==> src/rtl/reg_file_ctrl_pkg.sv <==
// Shared types and reset constants for the register-file write arbiter.
package reg_file_ctrl_pkg;

  // CLEAR zeroes every register; RUN arbitrates the writeback sources.
  typedef enum logic {
    CLEAR = 1'b0,
    RUN   = 1'b1
  } rf_ctrl_state_e;

  localparam rf_ctrl_state_e RST_STATE = CLEAR;
  localparam logic           RST_WEN   = 1'b0;

endpackage

==> src/rtl/rr_arbiter.sv <==
// Combinational round-robin pick: first valid source at or above ptr_i,
// wrapping to source 0. The pointer register lives in the parent.
module rr_arbiter #(
  parameter  int NUM_REQ_P = 3,
  localparam int IW        = (NUM_REQ_P > 1) ? $clog2(NUM_REQ_P) : 1
) (
  input  logic [NUM_REQ_P-1:0] valid_i,
  input  logic [IW-1:0]        ptr_i,
  input  logic                 en_i,
  output logic [NUM_REQ_P-1:0] gnt_o,
  output logic [IW-1:0]        win_o
);

  logic [NUM_REQ_P-1:0] hi;
  logic                 found;

  // Search sources at/above the pointer first, then fall back to the low end.
  always_comb begin
    hi    = '0;
    gnt_o = '0;
    win_o = '0;
    found = 1'b0;
    for (int j = 0; j < NUM_REQ_P; j++)
      hi[j] = valid_i[j] && (IW'(j) >= ptr_i);
    for (int j = 0; j < NUM_REQ_P; j++)
      if (!found && hi[j]) begin
        found    = 1'b1;
        gnt_o[j] = 1'b1;
        win_o    = IW'(j);
      end
    for (int j = 0; j < NUM_REQ_P; j++)
      if (!found && valid_i[j]) begin
        found    = 1'b1;
        gnt_o[j] = 1'b1;
        win_o    = IW'(j);
      end
    if (!en_i) begin
      gnt_o = '0;
      win_o = '0;
    end
  end

endmodule

==> src/rtl/reg_file_wr_arbiter.sv <==
// Round-robin owner of the register file write port, with a zero-fill
// sequence after reset or on clear_i. All rf_* outputs are registered.
module reg_file_wr_arbiter
  import reg_file_ctrl_pkg::*;
#(
  parameter int NUM_REQ_P    = 3,
  parameter int addr_width_p = 6,
  parameter int data_width_p = 32,
  parameter int ZERO_REG_P   = 1
) (
  input  logic                              clk,
  input  logic                              rst_n_i,
  input  logic                              clear_i,
  input  logic [NUM_REQ_P-1:0]              req_valid_i,
  input  logic [NUM_REQ_P*addr_width_p-1:0] req_addr_i,
  input  logic [NUM_REQ_P*data_width_p-1:0] req_data_i,
  output logic [NUM_REQ_P-1:0]              req_ready_o,
  output logic                              rf_wen_o,
  output logic [addr_width_p-1:0]           rf_w_addr_o,
  output logic [data_width_p-1:0]           rf_w_data_o,
  output logic                              init_done_o
);

  localparam int IW = (NUM_REQ_P > 1) ? $clog2(NUM_REQ_P) : 1;

  rf_ctrl_state_e           state_q, state_d;
  logic [addr_width_p-1:0]  cnt_q;
  logic [IW-1:0]            ptr_q, win;
  logic [NUM_REQ_P-1:0]     gnt;
  logic                     arb_en, any_gnt, drop;
  logic [addr_width_p-1:0]  sel_addr;
  logic [data_width_p-1:0]  sel_data;

  // clear_i wins over any request in the same cycle.
  assign arb_en = (state_q == RUN) && !clear_i;

  rr_arbiter #(.NUM_REQ_P(NUM_REQ_P)) u_arb (
    .valid_i (req_valid_i),
    .ptr_i   (ptr_q),
    .en_i    (arb_en),
    .gnt_o   (gnt),
    .win_o   (win)
  );

  assign req_ready_o = gnt;
  assign any_gnt     = |gnt;
  assign init_done_o = (state_q == RUN);

  // Mux the winning source's request onto the write path.
  always_comb begin
    sel_addr = '0;
    sel_data = '0;
    for (int k = 0; k < NUM_REQ_P; k++)
      if (gnt[k]) begin
        sel_addr = req_addr_i[k*addr_width_p +: addr_width_p];
        sel_data = req_data_i[k*data_width_p +: data_width_p];
      end
    drop = (ZERO_REG_P != 0) && (sel_addr == '0);
  end

  // Next state: leave CLEAR once the top address is loaded; clear_i re-enters it.
  always_comb begin
    state_d = state_q;
    case (state_q)
      CLEAR:   if (cnt_q == '1) state_d = RUN;
      RUN:     if (clear_i)     state_d = CLEAR;
      default: state_d = RST_STATE;
    endcase
  end

  // State register.
  always_ff @(posedge clk or negedge rst_n_i)
    if (!rst_n_i) state_q <= RST_STATE;
    else          state_q <= state_d;

  // Clear address counter; wraps to 0 naturally after the top address.
  always_ff @(posedge clk or negedge rst_n_i)
    if (!rst_n_i)               cnt_q <= '0;
    else if (state_q == CLEAR)  cnt_q <= cnt_q + 1'b1;
    else                        cnt_q <= '0;

  // Round-robin pointer moves past every winner, dropped zero-reg writes included.
  always_ff @(posedge clk or negedge rst_n_i)
    if (!rst_n_i)     ptr_q <= '0;
    else if (any_gnt) ptr_q <= (win == IW'(NUM_REQ_P-1)) ? '0 : win + 1'b1;

  // Write port register: clear writes, granted writes, or idle (addr/data hold).
  always_ff @(posedge clk or negedge rst_n_i)
    if (!rst_n_i) begin
      rf_wen_o    <= RST_WEN;
      rf_w_addr_o <= '0;
      rf_w_data_o <= '0;
    end else if (state_q == CLEAR) begin
      rf_wen_o    <= 1'b1;
      rf_w_addr_o <= cnt_q;
      rf_w_data_o <= '0;
    end else if (any_gnt && !drop) begin
      rf_wen_o    <= 1'b1;
      rf_w_addr_o <= sel_addr;
      rf_w_data_o <= sel_data;
    end else begin
      rf_wen_o    <= 1'b0;
    end

endmodule

==> config.mk <==
export PLATFORM = sky130hd
export DESIGN_NAME = reg_file_wr_arbiter
export DESIGN_NICKNAME = d
export VERILOG_FILES = /design/src/rtl/reg_file_ctrl_pkg.sv /design/src/rtl/rr_arbiter.sv /design/src/rtl/reg_file_wr_arbiter.sv
export SDC_FILE = /design/constraint.sdc
export NUM_CORES = 1
export LEC_CHECK = 0
export ABC_CLOCK_PERIOD_IN_PS = 7600
export CAP_MARGIN = 20
export CELL_PAD_IN_SITES_DETAIL_PLACEMENT = 1
export CELL_PAD_IN_SITES_GLOBAL_PLACEMENT = 1
export CORE_MARGIN = 8
export CORE_UTILIZATION = 29
export CTS_BUF_LIST = sky130_fd_sc_hd__clkbuf_8
export DETAILED_ROUTE_END_ITERATION = 8
export PLACE_DENSITY_LB_ADDON = 0.1
export SYNTH_ARGS = -nofsm -noshare
export SYNTH_HDL_FRONTEND = slang
export SYNTH_SLANG_ARGS = --single-unit
==> constraint.sdc <==
create_clock -name clk -period 7.6 [get_ports clk]
set_clock_uncertainty 0.05 [all_clocks]
set_input_delay 1.52 -clock clk [delete_from_list [all_inputs] [get_ports clk]]
set_output_delay 1.52 -clock clk [all_outputs]
set_load 0.01 [all_outputs]
=== Word level (Yosys, flattened, before mapping) ===
Cells that the tools add are included.

* Register bits after elaboration: 48
* Output and inout bits: 43

* Bitwise operators: 1
* Order comparisons: 3
* $add $sub $neg: 2
* Equality and inequality tests: 3
* Multiplexer cells: 34
* Reduce and logical (&&, ||, !) cells: 19

{| class="wikitable"
|+ Operator list
! kind !! count
|-
| $mux 32 || 5
|-
| $mux 6 || 6
|-
| $mux 1 || 15
|-
| $mux 2 || 6
|-
| $logic_and 1x1->1 || 10
|-
| $logic_not 1->1 || 7
|-
| $add 6x1->6 const B || 1
|-
| $eq 6x6->1 const B || 1
|-
| $logic_not 6->1 || 1
|-
| $ge 1x2->1 const A || 2
|-
| $mux 3 || 1
|-
| $reduce_or 3->1 || 1
|-
| $add 2x1->2 const B || 1
|-
| $eq 2x2->1 const B || 1
|-
| $ge 2x2->1 const A || 1
|-
| $ne 2x1->1 const B || 1
|-
| $pmux 1 s2 || 1
|-
| $not 1->1 || 1
|}

=== Longest topological paths before layout ===
Gate-level depths: netlist of the first run.

* Depth in word-level cells: 27
* Mapped depth: 9

=== Hierarchy ===
Synthesis of the first run repeated with hierarchy kept, for this count alone.

* Cells, all modules: 299
* Area total of the unflattened synthesis: 2857.7 sq um

{| class="wikitable"
|+ By module, submodules not included
! module !! seq. area each (sq um) !! area each (sq um) !! cells each !! times used
|-
| reg_file_wr_arbiter || 1201.2 || 2756.4 || 285 || 1
|-
| rr_arbiter || 0.0 || 101.3 || 14 || 1
|}

=== Least setup slack after synthesis of the first run ===
No wires, ideal clock.

* Kind: input-to-output
* From: input clear_i
* To: output req_ready_o[0]
* Stages: 4
* Arrival time: 2609 ps
* Setup slack: 3421 ps
* Required time: 6030 ps
* Path buffers: 2
* Cells stage by stage: and2b_1 > o2111a_1 > clkbuf_1 > clkbuf_1

* Longest elaborated chain between the ends: 3

{| class="wikitable"
|+ Ends and longest elaborated chain
! what !! line !! RTL
|-
| start: declaration || reg_file_wr_arbiter.sv:13 || <nowiki>input logic clear_i,</nowiki>
|-
| $logic_not 1->1 || reg_file_wr_arbiter.sv:35 || <nowiki>assign arb_en = (state_q == RUN) && !clear_i;</nowiki>
|-
| $logic_and 1x1->1 || reg_file_wr_arbiter.sv:35 ||
|-
| $mux 3 || rr_arbiter.sv:37 || <nowiki>if (!en_i) begin</nowiki>
|-
| end: declaration || reg_file_wr_arbiter.sv:17 || <nowiki>output logic [NUM_REQ_P-1:0] req_ready_o,</nowiki>
|}

No other way between the ends.

=== Final worst setup path of the first run ===
* From: input req_valid_i[1]
* To: output req_ready_o[2]

* Longest elaborated chain between the ends: 16

{| class="wikitable"
|+ Ends and longest elaborated chain
! what !! line !! RTL
|-
| start: declaration || reg_file_wr_arbiter.sv:14 || <nowiki>input logic [NUM_REQ_P-1:0] req_valid_i,</nowiki>
|-
| $logic_and 1x1->1 || rr_arbiter.sv:24 || <nowiki>hi[j] = valid_i[j] && (IW'(j) >= ptr_i);</nowiki>
|-
| $logic_and 1x1->1 || rr_arbiter.sv:26 || <nowiki>if (!found && hi[j]) begin</nowiki>
|-
| $mux 1 || rr_arbiter.sv:26 ||
|-
| $logic_not 1->1 || rr_arbiter.sv:26 ||
|-
| $logic_and 1x1->1 || rr_arbiter.sv:26 ||
|-
| $mux 1 || rr_arbiter.sv:26 ||
|-
| $logic_not 1->1 || rr_arbiter.sv:32 || <nowiki>if (!found && valid_i[j]) begin</nowiki>
|-
| $logic_and 1x1->1 || rr_arbiter.sv:32 ||
|-
| $mux 1 || rr_arbiter.sv:32 ||
|-
| $logic_not 1->1 || rr_arbiter.sv:32 ||
|-
| $logic_and 1x1->1 || rr_arbiter.sv:32 ||
|-
| $mux 1 || rr_arbiter.sv:32 ||
|-
| $logic_not 1->1 || rr_arbiter.sv:32 ||
|-
| $logic_and 1x1->1 || rr_arbiter.sv:32 ||
|-
| $mux 1 (*) || rr_arbiter.sv:32 ||
|-
| $mux 3 (*) || rr_arbiter.sv:37 ||
|}

Every way passes the cells marked *; elsewhere a longest branch is shown, timed or not.

==> results.md, run 1 <==
- Hpwl dp: 7750 µm
- Post-Synth Simple-Gate Area: 13.6%
- Critical R2R Launch: init_done_o
- Area of the core: 8640 µm²
- Leakage: 0.00186 µW
- Most used DFF post-synth: dfrtp_1
- R2r setup slk: between 3 and 4 ns
- Mux cell area share after synthesis: 12.5%
- Crit end category: output pin
- Crit share post-route: 72.8%
- CTS Root Cell: clkbuf_8
- Fin crit period: approximately 5.5 ns
- Post-synth ARST share: 100%
- Reg2Reg Capture Point: rf_w_data_o[27]
- Synthesized Nets: between 300 and 400
- Post-DRT Antenna Nets: 0
- Compound-Gate Fraction of Synth Area: approximately 20%
- Final Hold Slack: between 0.4 and 0.5 ns
- Clock Tree Buf Depth: 2
- Gpl congestion: around 0.73
- Vias per cell: approximately 5.4
- Net Sw Frac: about a third
- Unique cell type count in the Yosys netlist: between 40 and 50
- Global-route wire length before repair: ~16000 µm
- Worst EP required: 6.03 ns
- Starting density of the core: about 30%
- VDD IR max: approximately 0.000073 V
- Sequential share of the synthesized area: a little under half
- Ys Warns: 0
- Synth Area in Adders: 0.489%
- Hold path start: rf_w_addr_o[3]
- Startpoint types: primary input
- Post-Layout Cell Count: between 500 and 600
- Final WL: between 10000 and 15000 µm
- Status: finished, final reports clean
- CTS tree: done
- End of the worst hold path: rf_w_addr_o[3]
- Actual slew at the worst max-slew pin: just over 0.9 ns
- Layout cells sized above 1: between 4 and 5%
- Mean Syn Cell Area: 10.7 µm²
- Switch Pwr: ~240 µW
- Post-Synth XOR/XNOR Area: about 1.4%
- FF-to-FF path depth: 7
- Sequential share of power: 45.6%
- Synth Register Bits: 48
- Mapped cell area: ~2600 µm²
- Crit path DAT: between 3 and 4 ns
- Clock power frac: 21.6%
- Min-delay worst type: reg -> reg
- Largest family of logic cells by synthesized area: compound AO/OA/AOI/OAI gates
- Comb pwr share: 32.9%
- Nets: roughly 510
- Final setup violation count: 0
- Clock buffer count from CTS: 5
- Initial antenna violation count: 0
- Max cap viols: 0
- Placed cell count: 493
- Post-Place Setup Slack: 2.05 ns
- Top Ports: 163
- Setup ws final: 2.07 ns
- WS Path Type: in -> out
- Port-buffer cells: 162
- Syn Inst Count: between 200 and 250
- Vias in the first global route: just over 3000
- Crit Path Max Fanout: 23
- Largest net degree at the start of global routing: 52
- PD cells: 172 nW/µm²
- Die area: approximately 12000 µm²
- Cell Int Power: 506 µW
- Clock-pin slew on the worst setup and hold paths: 0.09 ns
- Post-DR wirelength/cell: 20.4 µm
- Relative slew margins: between 30% and 40%
- Chip Height: approximately 110 µm
- Hold Buf Count CTS: 0
- Cts repair resizes: 0
- Number of diodes: 0
- DRT iter0 DRCs: a little under 200
- H-tree depth: 2
- DR vias: about 2700
- CTS sink cnt: 48
- Final Max Slew Viols: 0
- Fmax achieved: about 180 MHz
- Post-synth EDFFs: 0
- Hold depth: 1
- Gr usage total: between 10% and 20%
- Post-CTS Setup Bufs: 0
- # rows: 34
- Hold Vio Cnt, Final: 0
- Syn-to-layout area delta: 69.4%
- Die X: between 100 and 150 µm
- Worst-Skew Late Latency: 0.31 ns
- First-pass iteration count of the detailed router: 7
- Remaining global-route overflow: 0
- Unrepaired setup endpoints after global routing: no
- Final TNS setup: 0 ns
- Drt drc: 0
==> synth_stat cells (3+ instances only) <==
| cell type | instances | area, µm² |
|---|---|---|
| dfrtp_1 | 48 | 1200 |
| nand2_1 | 38 | 143 |
| a222oi_1 | 32 | 320 |
| mux2i_1 | 32 | 320 |
| clkbuf_1 | 14 | 52.6 |
| nor2_1 | 8 | 30.0 |
| nor2b_1 | 7 | 43.8 |
| a22oi_1 | 4 | 30.0 |
| inv_1 | 4 | 15.0 |
| o21ai_0 | 4 | 20.0 |
| nand2b_1 | 3 | 18.8 |
| nand3_1 | 3 | 15.0 |
| xor2_1 | 3 | 26.3 |
==> cell usage in the layout (no fill, tap or decap), types with 3 or more instances in the layout <==
cell type,Yosys,final
a222oi_1,32,32
a22oi_1,4,4
buf_4,1,5
clkbuf_8,0,5
clkdlybuf4s50_1,0,161
dfrtp_1,48,47
inv_1,4,4
mux2i_1,32,32
nand2_1,38,38
nand2b_1,3,3
nand3_1,3,3
nor2_1,8,8
nor2b_1,7,7
o21ai_0,4,4
xor2_1,3,3
==> cells by family (layout without fill, tap and decap cells) <==
kind of cell    Yosys count  after routing
compound gates           57             57
xor+xnor                  4              4
fa+ha+maj                 1              1
buf+inv                  25            180
flops                    48             48
mux                      32             32
simple gates             71             71
==> per-stage QoR <==
| step | total power, µW | instance area, µm² | utilization [%] |
|---|---|---|---|
| floorplan | 456 | 2560 | - |
| global placement | 585 | 4240 | 49.1 |
| detailed placement | 593 | 4240 | 49.1 |
| CTS | 758 | 4330 | 50.1 |
| global route | 791 | 4330 | 50.1 |
| finish | 744 | 4330 | 50.1 |
==> worst max-delay path, stage by stage <==
cell,delay (ns)
clkdlybuf4s50_1,0.50
nor3b_1,0.21
o311a_1,0.72
buf_4,0.39
clkdlybuf4s50_1,0.59
==> state kept, by name, indices dropped and copies added, names as in the netlist <==
register     count
rf_w_data_o     32
rf_wen_o         1
rf_w_addr_o      6
ptr_q            2
init_done_o      1
cnt_q            6
==> power groups by stage <==
stage / clock network, µW / logic (µW) / registers, µW
2_1_floorplan: 0 / 123 / 333
3_3_place_gp: 0 / 241 / 344
3_5_place_dp: 0 / 247 / 346
6_report: 161 / 244 / 339
4_1_cts: 167 / 250 / 340
5_1_grt: 175 / 269 / 347
==> final cells by class <==
| cell class | count | area, µm² |
|---|---|---|
| repair buffers | 167 | 1650 |
| inverters | 5 | 18.8 |
| well taps | 108 | 135 |
| flip-flops and latches | 48 | 1200 |
| multi-input cells | 165 | 1230 |
| clock inverters | 3 | 23.8 |
| clock buffers | 5 | 68.8 |
| fillers | 951 | 4310 |
==> per-layer routing <==
metal / vias up / wire length, µm / share of wire (%) / global-route usage, %
met4: 0 / 173 / 1.7 / 5.11
li1: 1223 / - / - / -
met1: 1342 / 3930 / 39 / 19.1
met2: 109 / 5200 / 51 / 28.7
met5: - / 0 / 0 / 0
met3: 13 / 897 / 8.8 / 6.86
==> how the worst max path moves through the flow <==
stage | start | to | slack (ns) | cells past startpoint
CTS | req_valid_i[1] | req_ready_o[2] | 2.04 | 5
floorplan | clear_i | req_ready_o[0] | 3.42 | 4
detailed placement | req_valid_i[1] | req_ready_o[2] | 2.05 | 5
finish | req_valid_i[1] | req_ready_o[2] | 2.07 | 5
global placement | clear_i | req_ready_o[2] | 2.11 | 5
global route | req_valid_i[1] | req_ready_o[2] | 1.89 | 5
Power figures use the tool's default switching activity.
==> run 2, diff against run 1 <==
--- a/config.mk
+++ b/config.mk
@@ -5,12 +5,12 @@
 export SDC_FILE = /design/constraint.sdc
 export NUM_CORES = 1
 export LEC_CHECK = 0
-export ABC_CLOCK_PERIOD_IN_PS = 7600
+export ABC_CLOCK_PERIOD_IN_PS = 4500
 export CAP_MARGIN = 20
 export CELL_PAD_IN_SITES_DETAIL_PLACEMENT = 1
 export CELL_PAD_IN_SITES_GLOBAL_PLACEMENT = 1
 export CORE_MARGIN = 8
-export CORE_UTILIZATION = 29
+export CORE_UTILIZATION = 24
 export CTS_BUF_LIST = sky130_fd_sc_hd__clkbuf_8
 export DETAILED_ROUTE_END_ITERATION = 8
 export PLACE_DENSITY_LB_ADDON = 0.1
==> constraint.sdc (replaced) <==
create_clock -name clk -period 4.5 [get_ports clk]
set_clock_uncertainty 0.05 [all_clocks]
set_input_delay 0.9 -clock clk [delete_from_list [all_inputs] [get_ports clk]]
set_output_delay 0.9 -clock clk [all_outputs]
set_load 0.01 [all_outputs]
==> run 2 against run 1 <==
Effect of this change:
- total power increased by 65%
- global-route usage is 2.7 points lower
- sequential cell count did not move
- die area is 18% higher
- worst hold slack worse by 0.0085 ns
- design area up 1.5%
- non-clock buffer count up 4
==> results.md, run 2 (synthesis gave the netlist of run 1 again) <==
- Hold path start: rf_w_addr_o[1]
- Post-DR wirelength/cell: 19.4 µm (-4.7%)
- CTS tree: done
- Starting density of the core: 24.8% (-4.8 points)
- Crit share post-route: between 80 and 90%
- Clock-pin slew on the worst setup and hold paths: 0.08 ns (about the same)
- End of the worst hold path: rf_w_addr_o[1]
- Post-DRT Antenna Nets: 0 (unchanged)
- Most frequent cells in the layout: 161 x clkdlybuf4s50_1, 47 x dfrtp_1, 38 x nand2_1
- CTS sink cnt: 48 (unchanged)
- Worst EP required: 3.55 ns (-2.48 ns)
- Syn-to-layout area delta: 72.0%
- Post-CTS Setup Bufs: 0 (unchanged)
- Reg with most FFs: rf_w_data_o
- CTS Root Cell: clkbuf_8
- Crit path DAT: 2.76 ns (-1.20 ns)
- Final TNS setup: 0 ns (unchanged)
- Hold Vio Cnt, Final: 0 (unchanged)
- Vias per cell: 4.99 (-7.0%)
- Nets: 517 (+0.78%)
- Leakage: 0.00190 µW (+2.0%)
- Chip Height: 119 µm (+8.5%)
- Startpoint types: primary input
- Clock buffer count from CTS: 5 (unchanged)
- Commonest non-fill, non-tap cell in the layout: clkdlybuf4s50_1
- # rows: 37 (+8.8%)
- Fin crit period: between 3 and 4 ns
- Die X: 119 µm (+8.5%)
- Port-buffer cells: 162 (unchanged)
- Area of the core: 10300 µm² (+20%)
- Gpl congestion: 0.742 (+1.6%)
- DR vias: 2659 (-1.0%)
- Final WL: 10300 µm (+1.4%)
- Critical R2R Launch: ptr_q[0]
- Global-route wire length before repair: 16500 µm (+4.4%)
- Initial antenna violation count: 0 (unchanged)
- Top Registers: rf_w_data_o x32, cnt_q x6, rf_w_addr_o x6
- R2r setup slk: 1.63 ns (-1.60 ns)
- Unrepaired setup endpoints after global routing: no
- Remaining global-route overflow: 0 (unchanged)
- Post-Place Setup Slack: 0.682 ns (-1.37 ns)
- Crit Path Max Fanout: 14 (-39%)
- DRT iter0 DRCs: 196 (+0.51%)
- Relative slew margins: 63.6% (+24 points)
- Min-delay worst type: reg -> reg
- Crit end category: output pin
- VDD IR max: 0.000102 V (+40%)
- Cts repair resizes: 0 (unchanged)
- Die area: 14200 µm² (+18%)
- Worst-Skew Late Latency: 0.30 ns (about the same)
- Max reg flops: 32 (unchanged)
- Status: finished, final reports clean
- Gr usage total: 14.3% (-2.7 points)
- Setup ws final: 0.785 ns (-1.29 ns)
- Vias in the first global route: 3151 (+3.7%)
- Actual slew at the worst max-slew pin: 0.545 ns (-0.362 ns)
- Layout cells sized above 1: 4.79% (+0.46 points)
- Final setup violation count: 0 (unchanged)
- WS Path Type: in -> out
- First-pass iteration count of the detailed router: 6 (-1)
- Drt drc: 0 (unchanged)
- Hpwl dp: 7820 µm (+0.88%)
- Clock Tree Buf Depth: 2 (unchanged)
- Largest net degree at the start of global routing: 51 (-1.9%)
- FF-to-FF path depth: 8 (+1)
- Max cap viols: 0 (unchanged)
- PD cells: 280 nW/µm² (+63%)
- Hold Buf Count CTS: 0 (unchanged)
- Reg2Reg Capture Point: rf_w_data_o[12]
- Final Max Slew Viols: 0 (unchanged)
- Fmax achieved: approximately 270 MHz
- Hold depth: 1 (unchanged)
- H-tree depth: 2 (unchanged)
- Top Ports: 163 (unchanged)
- Number of diodes: 0 (unchanged)
[run 2: cell types whose count changed in the layout (fill, tap and decap cells not counted), sizes merged]
cell | previous run | this run
inv | 4 | 6
buf | 6 | 10
clkinvlp | 2 | 0
[run 2: per-stage QoR]
step | hold slack, ns | utilization, % | std cells | cell area (µm²) | power, µW
final | 0.465 | 42.6 | 533 | 4400 | 1230
after global routing | 0.491 | 42.6 | 533 | 4400 | 1320
after CTS | 0.473 | 42.6 | 533 | 4400 | 1260
after detailed placement | 0.453 | 41.8 | 525 | 4310 | 1000
after global placement | 0.447 | 41.8 | 525 | 4310 | 994
after floorplan | 0.419 | - | 238 | 2560 | 770
[run 2: cell type report]
type	count	area, µm²
sequential	48	1200
timing repair buffer	171	1700
multi-input combinational	165	1230
fill	1155	5930
inverter	5	18.8
clock buffer	5	68.8
clock inverter	3	12.5
tap	136	170
[run 2: per-layer routing]
metal / vias up / share of wire [%] / global-route usage, %
met5: - / 0 / 0
met2: 103 / 50 / 25.2
met3: 8 / 8.5 / 5.90
met1: 1312 / 40 / 15.5
met4: 0 / 1.3 / 3.56
li1: 1236 / - / -
[run 2: worst max path at each step]
stage | startpoint | to | slack (ns)
after global placement | req_valid_i[1] | rf_w_data_o[23] | 0.75
after detailed placement | req_valid_i[1] | rf_w_data_o[30] | 0.68
after floorplan | clear_i | req_ready_o[0] | 1.56
after global routing | clear_i | req_ready_o[0] | 0.66
final | clear_i | req_ready_o[0] | 0.79
after CTS | clear_i | req_ready_o[0] | 0.76
[run 2: power by group]
part / leakage, µW / total [µW] / switching, µW / internal, µW
clock network: 0.0000505 / 245 / 140 / 105
logic: 0.00121 / 431 / 177 / 253
registers: 0.000636 / 554 / 58.2 / 496
[run 2: critical path, cell delays in order]
cell and delay [ns]:
clkdlybuf4s50_1 0.40, and2b_1 0.29, o2111a_1 0.35, buf_4 0.26, clkdlybuf4s50_1 0.57
